==> src/rtl/i2c_target.sv <==
`timescale 1ns/1ps
// i2c_target: byte-level I2C target (responder) with a 7-bit address.
//   Detects START/STOP and ACKs its own address. It delivers written bytes to
//   the fabric and returns read bytes supplied by the fabric. It only ever pulls
//   SDA low (sda_oe); the top level owns the actual tristate.
// Optional build macro: I2C_TARGET_GLITCH_FILTER_EN adds a 3-sample stability
//   filter after the synchronizers (+3 cycles latency).
// Ports:
//   ref_clk   in   system clock (48 MHz)
//   rst_n     in   asynchronous active-low reset
//   scl_in    in   raw SCL pin level (asynchronous)
//   sda_in    in   raw SDA pin level (asynchronous)
//   sda_oe    out  1 = pull SDA low
//   wr_data   out  last byte written by the controller
//   wr_valid  out  one-cycle strobe, wr_data is new
//   rd_data   in   next byte to return on a read
//   rd_strobe out  one-cycle strobe, rd_data was loaded
//   busy      out  address matched, transfer in progress
module i2c_target #(
   parameter logic [6:0] ADDR = 7'h42
) (
   input  logic       ref_clk,
   input  logic       rst_n,
   input  logic       scl_in,
   input  logic       sda_in,
   output logic       sda_oe,
   output logic [7:0] wr_data,
   output logic       wr_valid,
   input  logic [7:0] rd_data,
   output logic       rd_strobe,
   output logic       busy
);

   typedef enum logic [2:0] {
      S_IDLE, S_ADDR, S_ADDR_ACK, S_WRITE, S_WRITE_ACK, S_READ, S_READ_ACK, S_IGNORE
   } state_e;

   // 2-flop synchronizers, reset to the idle-bus level
   logic [1:0] scl_sync_q, sda_sync_q;

   always_ff @(posedge ref_clk or negedge rst_n) begin
      if (!rst_n) begin
         scl_sync_q <= 2'b11;
         sda_sync_q <= 2'b11;
      end else begin
         scl_sync_q <= {scl_sync_q[0], scl_in};
         sda_sync_q <= {sda_sync_q[0], sda_in};
      end
   end

   logic scl_l, sda_l;

`ifdef I2C_TARGET_GLITCH_FILTER_EN
   // Filtered level follows the line only after the current sample and the
   // two previous ones agree; spikes of 2 cycles or less never get through.
   logic [1:0] scl_hist_q, sda_hist_q;
   logic       scl_filt_q, sda_filt_q;

   always_ff @(posedge ref_clk or negedge rst_n) begin
      if (!rst_n) begin
         scl_hist_q <= 2'b11;
         sda_hist_q <= 2'b11;
         scl_filt_q <= 1'b1;
         sda_filt_q <= 1'b1;
      end else begin
         scl_hist_q <= {scl_hist_q[0], scl_sync_q[1]};
         sda_hist_q <= {sda_hist_q[0], sda_sync_q[1]};
         if ({scl_hist_q, scl_sync_q[1]} == 3'b111)      scl_filt_q <= 1'b1;
         else if ({scl_hist_q, scl_sync_q[1]} == 3'b000) scl_filt_q <= 1'b0;
         if ({sda_hist_q, sda_sync_q[1]} == 3'b111)      sda_filt_q <= 1'b1;
         else if ({sda_hist_q, sda_sync_q[1]} == 3'b000) sda_filt_q <= 1'b0;
      end
   end

   assign scl_l = scl_filt_q;
   assign sda_l = sda_filt_q;
`else
   assign scl_l = scl_sync_q[1];
   assign sda_l = sda_sync_q[1];
`endif

   // Edge detection on the (filtered) line levels
   logic scl_prev_q, sda_prev_q;

   always_ff @(posedge ref_clk or negedge rst_n) begin
      if (!rst_n) begin
         scl_prev_q <= 1'b1;
         sda_prev_q <= 1'b1;
      end else begin
         scl_prev_q <= scl_l;
         sda_prev_q <= sda_l;
      end
   end

   logic scl_rise_d, scl_fall_d, scl_stable_hi_d, start_d, stop_d;

   assign scl_rise_d      = scl_l & ~scl_prev_q;
   assign scl_fall_d      = ~scl_l & scl_prev_q;
   // SCL must be high in both samples: a simultaneous SCL edge wins over SDA
   assign scl_stable_hi_d = scl_l & scl_prev_q;
   assign start_d         = scl_stable_hi_d & sda_prev_q & ~sda_l;
   assign stop_d          = scl_stable_hi_d & ~sda_prev_q & sda_l;

   state_e     state_q;
   logic [2:0] cnt_q;
   logic [7:0] sh_q;
   logic       rw_q;
   logic       ph_q;      // second phase of an ACK slot
   logic       sda_oe_q, wr_valid_q, rd_strobe_q, busy_q;
   logic [7:0] wr_data_q;

   always_ff @(posedge ref_clk or negedge rst_n) begin
      if (!rst_n) begin
         state_q     <= S_IDLE;
         cnt_q       <= 3'd0;
         sh_q        <= 8'h00;
         rw_q        <= 1'b0;
         ph_q        <= 1'b0;
         sda_oe_q    <= 1'b0;
         wr_valid_q  <= 1'b0;
         rd_strobe_q <= 1'b0;
         busy_q      <= 1'b0;
         wr_data_q   <= 8'h00;
      end else begin
         wr_valid_q  <= 1'b0;
         rd_strobe_q <= 1'b0;
         if (stop_d) begin
            state_q  <= S_IDLE;
            sda_oe_q <= 1'b0;
            busy_q   <= 1'b0;
         end else if (start_d) begin
            state_q  <= S_ADDR;
            cnt_q    <= 3'd0;
            sda_oe_q <= 1'b0;
            busy_q   <= 1'b0;
            ph_q     <= 1'b0;
         end else begin
            case (state_q)
               S_IDLE: ;
               S_ADDR: begin
                  if (scl_rise_d) begin
                     sh_q  <= {sh_q[6:0], sda_l};
                     cnt_q <= cnt_q + 3'd1;
                     if (cnt_q == 3'd7) begin
                        // sh_q[6:0] already holds the 7 address bits; sda_l is R/W
                        if (sh_q[6:0] == ADDR) begin
                           busy_q  <= 1'b1;
                           rw_q    <= sda_l;
                           ph_q    <= 1'b0;
                           state_q <= S_ADDR_ACK;
                        end else begin
                           state_q <= S_IGNORE;
                        end
                     end
                  end
               end
               S_ADDR_ACK: begin
                  if (scl_fall_d) begin
                     if (!ph_q) begin
                        sda_oe_q <= 1'b1;
                        ph_q     <= 1'b1;
                     end else if (!rw_q) begin
                        sda_oe_q <= 1'b0;
                        state_q  <= S_WRITE;
                     end else begin
                        sh_q        <= rd_data;
                        rd_strobe_q <= 1'b1;
                        sda_oe_q    <= ~rd_data[7];
                        state_q     <= S_READ;
                     end
                  end
               end
               S_WRITE: begin
                  if (scl_rise_d) begin
                     sh_q  <= {sh_q[6:0], sda_l};
                     cnt_q <= cnt_q + 3'd1;
                  end else if (scl_fall_d && cnt_q == 3'd0) begin
                     // counter wrapped: a full byte has been shifted in
                     wr_data_q  <= sh_q;
                     wr_valid_q <= 1'b1;
                     sda_oe_q   <= 1'b1;
                     state_q    <= S_WRITE_ACK;
                  end
               end
               S_WRITE_ACK: begin
                  if (scl_fall_d) begin
                     sda_oe_q <= 1'b0;
                     state_q  <= S_WRITE;
                  end
               end
               S_READ: begin
                  if (scl_rise_d) begin
                     cnt_q <= cnt_q + 3'd1;
                  end else if (scl_fall_d) begin
                     if (cnt_q == 3'd0) begin
                        sda_oe_q <= 1'b0;
                        ph_q     <= 1'b0;
                        state_q  <= S_READ_ACK;
                     end else begin
                        sh_q     <= {sh_q[6:0], 1'b0};
                        sda_oe_q <= ~sh_q[6];
                     end
                  end
               end
               S_READ_ACK: begin
                  if (scl_rise_d) begin
                     if (sda_l) begin
                        busy_q  <= 1'b0;
                        state_q <= S_IGNORE;
                     end else begin
                        ph_q <= 1'b1;
                     end
                  end else if (scl_fall_d && ph_q) begin
                     sh_q        <= rd_data;
                     rd_strobe_q <= 1'b1;
                     sda_oe_q    <= ~rd_data[7];
                     ph_q        <= 1'b0;
                     state_q     <= S_READ;
                  end
               end
               S_IGNORE: sda_oe_q <= 1'b0;
               default:  state_q  <= S_IDLE;
            endcase
         end
      end
   end

   assign sda_oe    = sda_oe_q;
   assign wr_data   = wr_data_q;
   assign wr_valid  = wr_valid_q;
   assign rd_strobe = rd_strobe_q;
   assign busy      = busy_q;

endmodule
==> config.mk <==
export PLATFORM = sky130hd
export DESIGN_NAME = i2c_target
export DESIGN_NICKNAME = d
export VERILOG_FILES = /design/src/rtl/i2c_target.sv
export SDC_FILE = /design/constraint.sdc
export NUM_CORES = 1
export LEC_CHECK = 0
export BUFFER_PORTS_ARGS = -buffer_cell sky130_fd_sc_hd__buf_2
export CAP_MARGIN = 25
export CELL_PAD_IN_SITES_DETAIL_PLACEMENT = 0
export CELL_PAD_IN_SITES_GLOBAL_PLACEMENT = 1
export CORE_MARGIN = 3
export CORE_UTILIZATION = 45
export DETAILED_ROUTE_END_ITERATION = 10
export GPL_TIMING_DRIVEN = 0
export PLACE_DENSITY_LB_ADDON = 0.1
export SYNTH_ARGS = -nofsm -noshare
export SYNTH_HDL_FRONTEND = slang
export SYNTH_SLANG_ARGS = --single-unit
==> constraint.sdc <==
create_clock -name ref_clk -period 2.4 [get_ports ref_clk]
set_input_delay 0.48 -clock ref_clk [delete_from_list [all_inputs] [get_ports ref_clk]]
set_output_delay 0.48 -clock ref_clk [all_outputs]
set_load 0.005 [all_outputs]
* Word-level counts from Yosys, hierarchy flattened
Index checks and enable logic that the tools add are counted.
** Word-level totals
- Register bits after elaboration :: 34
- Output and inout bits :: 12
- Logic and storage cells :: 173
- Bits of input ports :: 12
** Operators by class
- Add/subtract/negate cells :: 1
- Reduce and logical (&&, ||, !) cells :: 20
- Eq/ne operators :: 44
- Multiplexer cells :: 78
- Bitwise logic cells :: 16
** Operators by type and width (number)
- 8-bit two-way mux :: 9
- 4-bit != test (second input constant) :: 17
- 3-bit two-way mux :: 20
- 1-bit two-way mux :: 43
- 8-bit one-hot mux with 4 select lines :: 1
- 3-bit != test (second input constant) :: 7
- 3-bit one-hot mux with 6 select lines :: 1
- 2-bit != test (second input constant) :: 8
- 8-bit nonzero test :: 2
- 3-bit equality test (second input constant) :: 5
- 13-bit AND reduction :: 1
- 12-bit AND reduction :: 1
- 6-bit AND reduction :: 2
- 11-bit AND reduction :: 1
- 5-bit != test (second input constant) :: 2
- 1-bit NOT :: 9
- 9-bit AND reduction :: 1
- 4-bit nonzero test :: 2
- 1-bit bitwise AND :: 7
- 7-bit equality test (second input constant) :: 1
- 3-bit by 2-bit equality test with 1-bit output (second input constant) :: 2
- 1-bit one-hot mux with 6 select lines :: 1
- 5-bit AND reduction :: 1
- 5-bit nonzero test :: 1
- 11 further kinds :: 14

* Logic depth before layout (Yosys ltp)
- Depth in word-level cells :: 8
- Gate-level depth with buffers :: 7
- Gate-level depth less buffers :: 7

* Worst setup path before layout
Ideal clock, no wire load.
- Kind :: register -> register
- Start :: register scl_sync_q[1]
- End :: register state_q[0]
- Period minus slack after synthesis :: 1.807 ns
- Data required time :: 2.275 ns
- Setup slack :: 0.593 ns
- Buffers on the path :: 1
- Setup time :: 0.125 ns
- Arrival :: 1.682 ns
- Cell stages (with the launch flop) :: 7
- Cell sequence :: dfstp_2 -> buf_2 -> nand3b_1 -> a221oi_1 -> nand4_1 -> nand2_1 -> mux2_2
** On the way
- Cells in the longest elaborated chain, start to end :: 5
- Elaborated cells on any way between the ends :: 28
- Those cells by class :: eq/ne (12); mux (4); bitwise (8); reduce/logical (4)
** RTL lines
- start, declared :: line 39 : logic [1:0] scl_sync_q, sda_sync_q;
- start signal, assigned :: line 46 : scl_sync_q <= {scl_sync_q[0], scl_in};
- 1-bit bitwise AND, or another cell as far along :: line 100 : assign scl_stable_hi_d = scl_l & scl_prev_q;
- 1-bit bitwise AND, or another cell as far along (2 in series) :: line 101 : assign start_d = scl_stable_hi_d & sda_prev_q & ~sda_l;
- 5-bit != test (no line), or another cell as far along
- 13-bit AND reduction (no line) or 3-bit two-way mux (tied branches)
- end signal, assigned :: line 114 : state_q <= S_IDLE;
- end signal, assigned :: line 128 : state_q <= S_IDLE;
- end signal, assigned :: line 132 : state_q <= S_ADDR;
- end, declared :: line 104 : state_e state_q;
Several ways; a longest one is shown, not always the timed one.
A chain may end at the register's enable or synchronous reset.

* Worst setup path in the final report
Same ends and word-level chain as after synthesis.

==> summary.md <==
| Metric | Value |
|---|---|
| Total routing resource utilization after global routing | 0.174 |
| Total half-perimeter wirelength after legalization and detailed placement | about 2.8 mm |
| Most common library cell in the layout ignoring fill and taps | sky130_fd_sc_hd__dfrtp_1 |
| Share of the clock period used by the worst path after layout | 0.885 |
| CP endpoint kind | flop |
| Final weighted congestion in routability-driven placement | between 0.9 and 1 |
| Chip Width | 69.8 µm |
| Die ar. | roughly 5000 µm² |
| Number of global-route vias before repair | around 1.4k |
| Pre-CTS setup slack | 0.310 ns |
| I/O pins | 24 |
| Relative area change from synthesis to final layout | 14.5% |
| Warning count from the yosys run | 0 |
| Final hold slack | ~0.25 ns |
| Buffer type at the clock tree root | sky130_fd_sc_hd__clkbuf_8 |
| Critical Path Max Stage Delay | 0.53 ns |
| Largest voltage drop on the vdd net | around 0.00055 V |
| Clock tree from TritonCTS | done |
| Ratio of cells with drive above 1 in the final layout | 0.355 |
| Async S/R FF share, synth | 1.00 |
| Startpoint Class | flop |
| Per-instance average area after synthesis | ~11 µm² |
| Number of levels the H-tree was split into | 2 |
| Number of standard cells in the final layout excluding fillers | between 200 and 250 |
| Drt total wl | approximately 3.8 mm |
| Hold Vio Cnt, Final | 0 |
| Final core utilization | 0.553 |
| Final worst slack | between 0.2 and 0.3 ns |
| Result of the run | complete, no violations |
| Area of the mapped netlist | between 1500 and 2000 µm² |
| Lkg Pwr | roughly 0.96 nW |
| Worst-case clock buffer depth | 2 |
| CP Data Arrival Time | roughly 2.3 ns |
| Number of nets at the end of the flow | between 200 and 250 |
| Cell with the biggest individual delay on the critical path | sky130_fd_sc_hd__dfstp_2 |
| Pwr/cell area | 1240 nW/µm² |
| Kind of path behind the tightest hold check | in2async |
| Kind of critical path | reg2reg |
| Number of flops mapped to enable cells by yosys | 0 |
| Setup repair after global routing missed its margin | false |
| Wire length of the first global-routing pass | about 6.8 mm |
| Final routed DRC violation total | 0 |
| Total negative slack | 0 ns |
| Required arrival time at the worst endpoint | between 2 and 3 ns |
| Final setup skew | around 0.0083 ns |
| Detail Route Antenna Nets | 0 |
| Max-slew violation total from the final report | 0 |
| Iteration-0 DRC count of the detailed router | between 100 and 150 |
| Worst max-slew margin expressed relative to the limit | 0.508 |
| Number of iterations in the first detailed-routing pass | 4 |
| Clock insertion delay at the later pin of the skew report | approximately 0.28 ns |
| Min Clock Period, post-route | between 2 and 2.5 ns |
| Gate Count Post-Synth | about 170 |
| Pin count of the biggest net entering global routing | 35 |
| Average routed wire per standard cell | 15.5 µm |
| Inserted Diodes | 0 |
| # port buffers | 23 |
| Synthesized Nets | ~180 |
| Yosys reg bits | 34 |
| # resized after CTS | 0 |
| Most frequently used flop master after synthesis | sky130_fd_sc_hd__dfrtp_1 |
| Cell breakdown of the critical path | buf_2 > nand3b_1 > a221oi_1 > nand4_1 > nand2_1 > mux2_2 |
| Post-CTS Hold Buffers | 0 |
| Setup fix buffers added after clock tree synthesis | 0 |
| Pwr Total | between 2 and 3 mW |
| Clock-pin transition on the worst setup and hold timing paths | 0.07 ns |
| Worst Path Buf+Inv | 1 |
| Count of max-cap constraint violations | 0 |
| Number of vias per cell | around 5.7 |
| Cell area reported after detailed placement | about 2000 µm² |
| Final non-filler cell area | 2100 µm² |
| Tightest Pin Transition | ~0.74 ns |
| Sequential-to-total area share from yosys stat | 0.468 |
| Global route overflow | 0 |
| Antenna violations before repair | 0 |
| Chip Height | between 60 and 70 µm |
| Final setup viols | 0 |
| Number of buffers created by CTS | 5 |
| Max Clk Rate | ~470 MHz |
| Core outline area | roughly 3800 µm² |
| Cell total after placement | 240 |
| Initial cell density of the core | 0.483 |
| Commonest cells after routing, fill and taps aside | sky130_fd_sc_hd__dfrtp_1, sky130_fd_sc_hd__buf_2, sky130_fd_sc_hd__mux2_2 |
| Number of cell rows | 22 |
| Number of sinks driven by the clock tree | 34 |
| Unique cell type count in the Yosys netlist | 42 |
| Total number of vias | between 1k and 1.5k |
| Largest delay contributor family on the critical path | simple AND/OR/NAND/NOR gates |
| Peak fanout along the critical path | 9 |
[layout make-up]
type	count	area (µm²)
fillers	343	1700
clock inverters	1	5.00
repair buffers	23	115
plain buffers	7	38.8
flip-flops and latches	34	858
well taps	48	60.1
clock buffers	7	86.3
inverters	9	33.8
multi-input cells	119	903
[per-layer routing]
layer  routed length [µm]  part of all wire  vias to the layer above  global-route usage
met3                  195             0.051                       11              0.0449
met1                 1790              0.47                      678               0.243
li1                     -                 -                      674                   -
met4                   68             0.018                        0              0.0574
met5                    0                 0                        -                   0
met2                 1790              0.47                       45               0.263
[final timing paths]
kind	start	end	slack [ns]	cells past startpoint
hold reg to reg	scl_sync_q[1]	scl_prev_q	0.36	0
setup / recovery	scl_sync_q[1]	state_q[0]	0.28	6
min in group ref_clk	sda_in	sda_sync_q[0]	0.30	1
hold / removal	rst_n	busy	0.25	1
setup reg to reg	scl_sync_q[1]	state_q[0]	0.28	6
max in group asynchronous	rst_n	wr_data[0]	1.67	1
[sequential cells by signal, indices dropped and copies added (netlist names)]
register	cells
scl_sync_q	2
rd_strobe	1
wr_data	8
scl_prev_q	1
sda_prev_q	1
sh_q	8
rw_q	1
sda_sync_q	2
cnt_q	3
sda_oe	1
state_q	3
ph_q	1
wr_valid	1
busy	1
[power by group]
group	leakage, nW	internal (mW)	switching [mW]
Sequential	0.418	0.776	0.159
Clock	0.0482	0.231	0.199
Combinational	0.493	0.600	0.637
[cell usage after synthesis (all sizes together) (3+ instances only)]
library cell  instances  area [µm²]
o22ai                 4        25.0
nand3                 4        30.0
buf                   6        35.0
o31ai                 3        22.5
mux2                 22         248
a211oi                4        35.0
dfstp                 6         158
o211ai                4        30.0
mux2i                 6        60.1
dfrtp                28         701
nor2                 10        37.5
nand2                15        56.3
a21oi                 3        15.0
nand2b                6        40.0
o21ai                 8        40.0
ha                    3        37.5
nor2b                 5        31.3
inv                   8        30.0
[logic make-up (layout without fill, tap and decap cells)]
group                    Yosys count  count (layout)  synth area share
AND/OR/NAND/NOR                   51              51             0.162
AO/OA/AOI/OAI                     35              35             0.133
flip-flops                        34              34             0.468
multiplexers                      28              28             0.168
buffers and inverters             16              47            0.0396
adder cells (fa/ha/maj)            3               3            0.0205
XOR/XNOR                           2               2           0.00955
Power figures use the tool's default switching activity.
